### src/rtl/axi_arb_pkg.sv
// Shared types for the two-master AXI4 memory arbiter.
// FSM state encodings, grant codes and the round-robin pick.
package axi_arb_pkg;

  typedef enum logic [1:0] {
    R_IDLE,
    R_ADDR,
    R_DATA
  } rd_state_e;

  typedef enum logic [1:0] {
    W_IDLE,
    W_XFER,
    W_RESP
  } wr_state_e;

  localparam logic GNT_S0 = 1'b0;
  localparam logic GNT_S1 = 1'b1;

  // On contention the requester that did not win last time goes first.
  function automatic logic rr_pick(
    input logic [1:0] req,
    input logic       last
  );
    if (&req) return ~last;
    return req[1] ? GNT_S1 : GNT_S0;
  endfunction

endpackage

### src/rtl/axi_rr_arb2.sv
// Two-way round-robin arbiter for one AXI channel group.
// Grant is latched while the channel is idle; last winner updates on done.
module axi_rr_arb2
  import axi_arb_pkg::*;
(
  input  logic       clk,
  input  logic       rst_n,
  input  logic [1:0] req,
  input  logic       idle,
  input  logic       done,
  output logic       grant,
  output logic       grant_valid
);

  logic last;

  assign grant_valid = idle & (|req);

  always_ff @(posedge clk or negedge rst_n) begin
    if (!rst_n) begin
      grant <= GNT_S0;
      last  <= 1'b1;
    end else begin
      if (grant_valid) grant <= rr_pick(req, last);
      if (done)        last  <= grant;
    end
  end

endmodule

### src/rtl/axi_mem_arbiter2.sv
// Shares one AXI4 memory port between two masters, one burst per channel.
// Read and write are arbitrated independently; responses follow the grant.
module axi_mem_arbiter2 #(
  parameter int ADDR_W = 36,
  parameter int DATA_W = 64,
  parameter int ID_W   = 1
) (
  input  logic                aclk,
  input  logic                aresetn,
  // requester 0
  input  logic [ID_W-1:0]     s0_axi_awid,
  input  logic [ADDR_W-1:0]   s0_axi_awaddr,
  input  logic [7:0]          s0_axi_awlen,
  input  logic [2:0]          s0_axi_awsize, s0_axi_awprot,
  input  logic [1:0]          s0_axi_awburst,
  input  logic                s0_axi_awlock,
  input  logic [3:0]          s0_axi_awcache, s0_axi_awqos,
  input  logic                s0_axi_awvalid,
  output logic                s0_axi_awready,
  input  logic [DATA_W-1:0]   s0_axi_wdata,
  input  logic [DATA_W/8-1:0] s0_axi_wstrb,
  input  logic                s0_axi_wlast, s0_axi_wvalid,
  output logic                s0_axi_wready,
  output logic [ID_W-1:0]     s0_axi_bid,
  output logic [1:0]          s0_axi_bresp,
  output logic                s0_axi_bvalid,
  input  logic                s0_axi_bready,
  input  logic [ID_W-1:0]     s0_axi_arid,
  input  logic [ADDR_W-1:0]   s0_axi_araddr,
  input  logic [7:0]          s0_axi_arlen,
  input  logic [2:0]          s0_axi_arsize, s0_axi_arprot,
  input  logic [1:0]          s0_axi_arburst,
  input  logic                s0_axi_arlock,
  input  logic [3:0]          s0_axi_arcache, s0_axi_arqos,
  input  logic                s0_axi_arvalid,
  output logic                s0_axi_arready,
  output logic [ID_W-1:0]     s0_axi_rid,
  output logic [DATA_W-1:0]   s0_axi_rdata,
  output logic [1:0]          s0_axi_rresp,
  output logic                s0_axi_rlast, s0_axi_rvalid,
  input  logic                s0_axi_rready,
  // requester 1
  input  logic [ID_W-1:0]     s1_axi_awid,
  input  logic [ADDR_W-1:0]   s1_axi_awaddr,
  input  logic [7:0]          s1_axi_awlen,
  input  logic [2:0]          s1_axi_awsize, s1_axi_awprot,
  input  logic [1:0]          s1_axi_awburst,
  input  logic                s1_axi_awlock,
  input  logic [3:0]          s1_axi_awcache, s1_axi_awqos,
  input  logic                s1_axi_awvalid,
  output logic                s1_axi_awready,
  input  logic [DATA_W-1:0]   s1_axi_wdata,
  input  logic [DATA_W/8-1:0] s1_axi_wstrb,
  input  logic                s1_axi_wlast, s1_axi_wvalid,
  output logic                s1_axi_wready,
  output logic [ID_W-1:0]     s1_axi_bid,
  output logic [1:0]          s1_axi_bresp,
  output logic                s1_axi_bvalid,
  input  logic                s1_axi_bready,
  input  logic [ID_W-1:0]     s1_axi_arid,
  input  logic [ADDR_W-1:0]   s1_axi_araddr,
  input  logic [7:0]          s1_axi_arlen,
  input  logic [2:0]          s1_axi_arsize, s1_axi_arprot,
  input  logic [1:0]          s1_axi_arburst,
  input  logic                s1_axi_arlock,
  input  logic [3:0]          s1_axi_arcache, s1_axi_arqos,
  input  logic                s1_axi_arvalid,
  output logic                s1_axi_arready,
  output logic [ID_W-1:0]     s1_axi_rid,
  output logic [DATA_W-1:0]   s1_axi_rdata,
  output logic [1:0]          s1_axi_rresp,
  output logic                s1_axi_rlast, s1_axi_rvalid,
  input  logic                s1_axi_rready,
  // shared memory port
  output logic [ID_W-1:0]     m_axi_awid,
  output logic [ADDR_W-1:0]   m_axi_awaddr,
  output logic [7:0]          m_axi_awlen,
  output logic [2:0]          m_axi_awsize, m_axi_awprot,
  output logic [1:0]          m_axi_awburst,
  output logic                m_axi_awlock,
  output logic [3:0]          m_axi_awcache, m_axi_awqos,
  output logic                m_axi_awvalid,
  input  logic                m_axi_awready,
  output logic [DATA_W-1:0]   m_axi_wdata,
  output logic [DATA_W/8-1:0] m_axi_wstrb,
  output logic                m_axi_wlast, m_axi_wvalid,
  input  logic                m_axi_wready,
  input  logic [ID_W-1:0]     m_axi_bid,
  input  logic [1:0]          m_axi_bresp,
  input  logic                m_axi_bvalid,
  output logic                m_axi_bready,
  output logic [ID_W-1:0]     m_axi_arid,
  output logic [ADDR_W-1:0]   m_axi_araddr,
  output logic [7:0]          m_axi_arlen,
  output logic [2:0]          m_axi_arsize, m_axi_arprot,
  output logic [1:0]          m_axi_arburst,
  output logic                m_axi_arlock,
  output logic [3:0]          m_axi_arcache, m_axi_arqos,
  output logic                m_axi_arvalid,
  input  logic                m_axi_arready,
  input  logic [ID_W-1:0]     m_axi_rid,
  input  logic [DATA_W-1:0]   m_axi_rdata,
  input  logic [1:0]          m_axi_rresp,
  input  logic                m_axi_rlast, m_axi_rvalid,
  output logic                m_axi_rready,
  output logic                rd_grant,
  output logic                wr_grant
);

  import axi_arb_pkg::*;

  rd_state_e rd_st;
  wr_state_e wr_st;
  logic rd_gnt, rd_gv, rd_done;
  logic wr_gnt, wr_gv, wr_done;
  logic rd_addr, rd_data, wr_xfer, wr_resp;
  logic aw_done, w_done, aw_hs, w_hs;

  assign rd_addr = rd_st == R_ADDR;
  assign rd_data = rd_st == R_DATA;
  assign wr_xfer = wr_st == W_XFER;
  assign wr_resp = wr_st == W_RESP;

  axi_rr_arb2 u_rd_arb (
    .clk        (aclk),
    .rst_n      (aresetn),
    .req        ({s1_axi_arvalid, s0_axi_arvalid}),
    .idle       (rd_st == R_IDLE),
    .done       (rd_done),
    .grant      (rd_gnt),
    .grant_valid(rd_gv)
  );

  axi_rr_arb2 u_wr_arb (
    .clk        (aclk),
    .rst_n      (aresetn),
    .req        ({s1_axi_awvalid, s0_axi_awvalid}),
    .idle       (wr_st == W_IDLE),
    .done       (wr_done),
    .grant      (wr_gnt),
    .grant_valid(wr_gv)
  );

  assign rd_grant = rd_gnt;
  assign wr_grant = wr_gnt;

  // Read FSM
  assign rd_done = rd_data & m_axi_rvalid & m_axi_rready & m_axi_rlast;

  always_ff @(posedge aclk or negedge aresetn) begin
    if (!aresetn) begin
      rd_st <= R_IDLE;
    end else begin
      unique case (rd_st)
        R_IDLE: if (rd_gv) rd_st <= R_ADDR;
        R_ADDR: if (m_axi_arvalid && m_axi_arready) rd_st <= R_DATA;
        R_DATA: if (rd_done) rd_st <= R_IDLE;
        default: rd_st <= R_IDLE;
      endcase
    end
  end

  assign m_axi_arid    = rd_gnt ? s1_axi_arid    : s0_axi_arid;
  assign m_axi_araddr  = rd_gnt ? s1_axi_araddr  : s0_axi_araddr;
  assign m_axi_arlen   = rd_gnt ? s1_axi_arlen   : s0_axi_arlen;
  assign m_axi_arsize  = rd_gnt ? s1_axi_arsize  : s0_axi_arsize;
  assign m_axi_arburst = rd_gnt ? s1_axi_arburst : s0_axi_arburst;
  assign m_axi_arlock  = rd_gnt ? s1_axi_arlock  : s0_axi_arlock;
  assign m_axi_arcache = rd_gnt ? s1_axi_arcache : s0_axi_arcache;
  assign m_axi_arprot  = rd_gnt ? s1_axi_arprot  : s0_axi_arprot;
  assign m_axi_arqos   = rd_gnt ? s1_axi_arqos   : s0_axi_arqos;
  assign m_axi_arvalid = rd_addr &
    (rd_gnt ? s1_axi_arvalid : s0_axi_arvalid);

  assign s0_axi_arready = rd_addr & ~rd_gnt & m_axi_arready;
  assign s1_axi_arready = rd_addr &  rd_gnt & m_axi_arready;

  assign s0_axi_rid   = m_axi_rid;
  assign s0_axi_rdata = m_axi_rdata;
  assign s0_axi_rresp = m_axi_rresp;
  assign s0_axi_rlast = m_axi_rlast;
  assign s1_axi_rid   = m_axi_rid;
  assign s1_axi_rdata = m_axi_rdata;
  assign s1_axi_rresp = m_axi_rresp;
  assign s1_axi_rlast = m_axi_rlast;

  assign s0_axi_rvalid = rd_data & ~rd_gnt & m_axi_rvalid;
  assign s1_axi_rvalid = rd_data &  rd_gnt & m_axi_rvalid;
  assign m_axi_rready  = rd_data &
    (rd_gnt ? s1_axi_rready : s0_axi_rready);

  // Write FSM: AW and W run concurrently, each gated once it is done
  assign aw_hs   = m_axi_awvalid & m_axi_awready;
  assign w_hs    = m_axi_wvalid & m_axi_wready & m_axi_wlast;
  assign wr_done = wr_resp & m_axi_bvalid & m_axi_bready;

  always_ff @(posedge aclk or negedge aresetn) begin
    if (!aresetn) begin
      wr_st   <= W_IDLE;
      aw_done <= 1'b0;
      w_done  <= 1'b0;
    end else begin
      unique case (wr_st)
        W_IDLE: if (wr_gv) wr_st <= W_XFER;
        W_XFER: begin
          if ((aw_done || aw_hs) && (w_done || w_hs)) begin
            wr_st   <= W_RESP;
            aw_done <= 1'b0;
            w_done  <= 1'b0;
          end else begin
            if (aw_hs) aw_done <= 1'b1;
            if (w_hs)  w_done  <= 1'b1;
          end
        end
        W_RESP: if (wr_done) wr_st <= W_IDLE;
        default: wr_st <= W_IDLE;
      endcase
    end
  end

  assign m_axi_awid    = wr_gnt ? s1_axi_awid    : s0_axi_awid;
  assign m_axi_awaddr  = wr_gnt ? s1_axi_awaddr  : s0_axi_awaddr;
  assign m_axi_awlen   = wr_gnt ? s1_axi_awlen   : s0_axi_awlen;
  assign m_axi_awsize  = wr_gnt ? s1_axi_awsize  : s0_axi_awsize;
  assign m_axi_awburst = wr_gnt ? s1_axi_awburst : s0_axi_awburst;
  assign m_axi_awlock  = wr_gnt ? s1_axi_awlock  : s0_axi_awlock;
  assign m_axi_awcache = wr_gnt ? s1_axi_awcache : s0_axi_awcache;
  assign m_axi_awprot  = wr_gnt ? s1_axi_awprot  : s0_axi_awprot;
  assign m_axi_awqos   = wr_gnt ? s1_axi_awqos   : s0_axi_awqos;
  assign m_axi_awvalid = wr_xfer & ~aw_done &
    (wr_gnt ? s1_axi_awvalid : s0_axi_awvalid);

  assign s0_axi_awready = wr_xfer & ~aw_done & ~wr_gnt & m_axi_awready;
  assign s1_axi_awready = wr_xfer & ~aw_done &  wr_gnt & m_axi_awready;

  assign m_axi_wdata  = wr_gnt ? s1_axi_wdata : s0_axi_wdata;
  assign m_axi_wstrb  = wr_gnt ? s1_axi_wstrb : s0_axi_wstrb;
  assign m_axi_wlast  = wr_gnt ? s1_axi_wlast : s0_axi_wlast;
  assign m_axi_wvalid = wr_xfer & ~w_done &
    (wr_gnt ? s1_axi_wvalid : s0_axi_wvalid);

  assign s0_axi_wready = wr_xfer & ~w_done & ~wr_gnt & m_axi_wready;
  assign s1_axi_wready = wr_xfer & ~w_done &  wr_gnt & m_axi_wready;

  assign s0_axi_bid    = m_axi_bid;
  assign s0_axi_bresp  = m_axi_bresp;
  assign s1_axi_bid    = m_axi_bid;
  assign s1_axi_bresp  = m_axi_bresp;
  assign s0_axi_bvalid = wr_resp & ~wr_gnt & m_axi_bvalid;
  assign s1_axi_bvalid = wr_resp &  wr_gnt & m_axi_bvalid;
  assign m_axi_bready  = wr_resp &
    (wr_gnt ? s1_axi_bready : s0_axi_bready);

endmodule
### config.mk
export PLATFORM = sky130hd
export DESIGN_NAME = axi_mem_arbiter2
export DESIGN_NICKNAME = d
export VERILOG_FILES = /design/src/rtl/axi_arb_pkg.sv /design/src/rtl/axi_rr_arb2.sv /design/src/rtl/axi_mem_arbiter2.sv
export SDC_FILE = /design/constraint.sdc
export NUM_CORES = 1
export LEC_CHECK = 0
export ABC_AREA = 1
export BUFFER_PORTS_ARGS = -buffer_cell sky130_fd_sc_hd__buf_4
export CAP_MARGIN = 0
export CORE_AREA = 2 2 330 332
export CTS_BUF_LIST = sky130_fd_sc_hd__clkbuf_4 sky130_fd_sc_hd__clkbuf_8 sky130_fd_sc_hd__clkbuf_16
export DETAILED_ROUTE_END_ITERATION = 10
export DIE_AREA = 0 0 332 334
export MAX_ROUTING_LAYER = met4
export PLACE_DENSITY_LB_ADDON = 0.08
export SLEW_MARGIN = 20
export SYNTH_ARGS = -nofsm -noshare
export SYNTH_HDL_FRONTEND = slang
export SYNTH_SLANG_ARGS = --single-unit
### constraint.sdc
create_clock -name aclk -period 1.45 [get_ports aclk]
set_clock_uncertainty 0.15 [all_clocks]
set_input_delay 0.0725 -clock aclk [delete_from_list [all_inputs] [get_ports aclk]]
set_output_delay 0.0725 -clock aclk [all_outputs]
set_load 0.1 [all_outputs]
==> out/summary.txt <==
gr ovfl total = 0
layout cell share with drive strength beyond 1 = 93.9%
startpoint types = register
Synth Warn # = 0
post-DR wirelength/cell = 15.1 um
Yosys reg bits = 10
Setup-failing EPs final = 222
Min-Delay Path Class = primary input to register
Worst Setup End Kind = primary output
max cap viols = 0
# rows = 121
RSZ-0062 raised after global routing = true
syn avg cell area = 4.77 um^2
GR met2 Demand/Resource = 13.2%
period utilization = 132%
Fillers = 11,700
violated checks = hold timing, setup timing
Remaining DRCs = 0
Area growth syn-to-layout = 434%
TritonCTS clock tree = built
clk_lat worst skew = 0.24 ns
Total GRT Usage = 7.42%
Clock Tree Buf Depth = 2
Die W = 332 um
Synth cell types = 24
TritonCTS Sinks = 10
worst hold slack = -0.000464 ns
setup_tns = -74.65 ns
I/O pins = 838
initial core utilization = 3.89%
Die Y-Extent = 334 um
vias in the first global route = 8,562
run status = finished with violations
met1 Resource Use GR = 8.37%
core area = 0.108 mm^2
1st-iter DRT viols = 107
Final Wtd Congestion = 0.688
Detailed Route WL = 45.1 mm
total CTS buffers = 3
most frequent cells in the layout = buf_4, nand2_8, buf_12
post-synthesis cell count = 879
CP required = 1.23 ns
largest net degree at the start of global routing = 32
Final ANT Viol Nets = 0
CTS H-tree lvls = 1
Clock transition at path regs = 0.04 ns
Worst-Margin Slew = 1.02 ns
CTS Root Cell = clkbuf_16
grt met3 use = 2.49%
drt first pass iters = 4
critical path type = register to primary output
via density per instance = 2.70
GR peak layer = met2
detailed placement HPWL = 37.0 mm
count of pins over their slew limit = 0
Final nets = 2,052
commonest non-fill, non-tap cell in the layout = buf_4
Mapped Area = 0.00419 mm^2
Worst Slack Setup Final = -0.463 ns
IO buf count = 627
register area share after synthesis = 6.03%
syn_nets = 1,361
post-layout minimum cycle time = 1.91 ns
Max Fclk = 0.523 GHz
DIE AREA = 0.111 mm^2
Max-slew headroom = 32.6%
CP max FO = 18
antenna violations before repair = 7
via count = 8,067
first-pass GRT wire length = 59.6 mm
Arrival @ worst endpoint = 1.69 ns
Final Hold Vio Count = 1
-- metrics by stage --
stage               setup WS [ns]  cells  area (um^2)  utilization (%)
floorplan                  -0.599    879         9690                -
global placement           -0.341   2814        15500             14.4
detailed placement         -0.328   2814        15500             14.4
CTS                        -0.502   2896        18000             16.7
global route               -0.519   2986        22400             20.7
finish                     -0.463   2986        22400             20.7
-- routing by layer --
layer  part of all wire, %  wire length, um  vias to the layer above
li1                      -                -                     3867
met1                    38            17000                     3848
met2                    54            24500                      345
met5                     0                0                        -
met3                   7.7             3480                        7
met4                  0.38              170                        0
-- area by class of cell --
| cell class | count | area [um^2] | area share (%) |
|---|---|---|---|
| repair buffers | 870 | 11100 | 49.6 |
| multi-input cells | 661 | 8950 | 40.0 |
| well taps | 1414 | 1770 | 7.91 |
| flip-flops and latches | 10 | 262 | 1.17 |
| inverters | 21 | 138 | 0.615 |
| clock buffers | 4 | 88.8 | 0.397 |
| repair inverters | 3 | 52.6 | 0.235 |
| diodes | 3 | 7.51 | 0.0336 |
-- path summary, 6_finish.rpt --
check                                      startpoint                          to  slack (ns)  cells past startpoint
max                        u_wr_arb.grant$_DFFE_PN0P_             m_axi_wdata[43]       -0.46                      7
min                                    s0_axi_awvalid        wr_st[0]$_DFFE_PN0P_     -0.0005                      3
max reg2reg                u_wr_arb.grant$_DFFE_PN0P_         aw_done$_DFFE_PN0P_       -0.22                     10
min reg2reg                 u_rd_arb.last$_DFFE_PN1P_   u_rd_arb.last$_DFFE_PN1P_        0.32                      2
max in group asynchronous                     aresetn   u_rd_arb.last$_DFFE_PN1P_        0.83                      2
min in group asynchronous                     aresetn  u_wr_arb.grant$_DFFE_PN0P_        0.08                      2
-- what timing repair did --
action | in CTS | in global routing
cloned | 0 | 16
setup endpoints to repair | 222 | 231
hold buffers | 75 | 4
setup buffers | 3 | 68
endpoints found under the hold margin | 141 | 8
resized for setup | 256 | 684
pin swaps | 1 | 43
-- registers in the layout (all words and copies together) (netlist names) --
register	count
wr_st	2
u_rd_arb.grant	1
w_done	1
rd_st	2
aw_done	1
u_wr_arb.grant	1
u_rd_arb.last	1
u_wr_arb.last	1
-- Yosys cell counts, drive strengths merged --
cell    count  share of area (%)
o21ai       6               0.72
a21oi       3               0.45
buf       184                 31
nand2     623                 56
clkbuf      3               0.27
a22oi       1               0.18
nor3        2               0.24
inv        21                1.9
a32o        1               0.24
dfrtp       8                4.8
or2         1               0.15
a21boi      1               0.27
nand3       5               0.60
nor2       16                1.4
and3        1               0.15
dfstp       2                1.3
nand3b      1               0.18
-- kinds of logic after synthesis --
logic type	share of synthesized area, %
buffers and inverters	33.5
AO/OA/AOI/OAI	1.85
AND/OR/NAND/NOR	58.6
flip-flops	6.03
-- critical path: stages (launching register included) --
cell,delay (ns)
dfrtp_4,0.50
buf_4,0.15
buf_12,0.15
buf_4,0.15
buf_4,0.15
nand2_2,0.10
nand2_8,0.05
buf_8,0.17
Power is not shown: default switching activity piles up to over one toggle a cycle in this logic, so the estimate is an artifact.
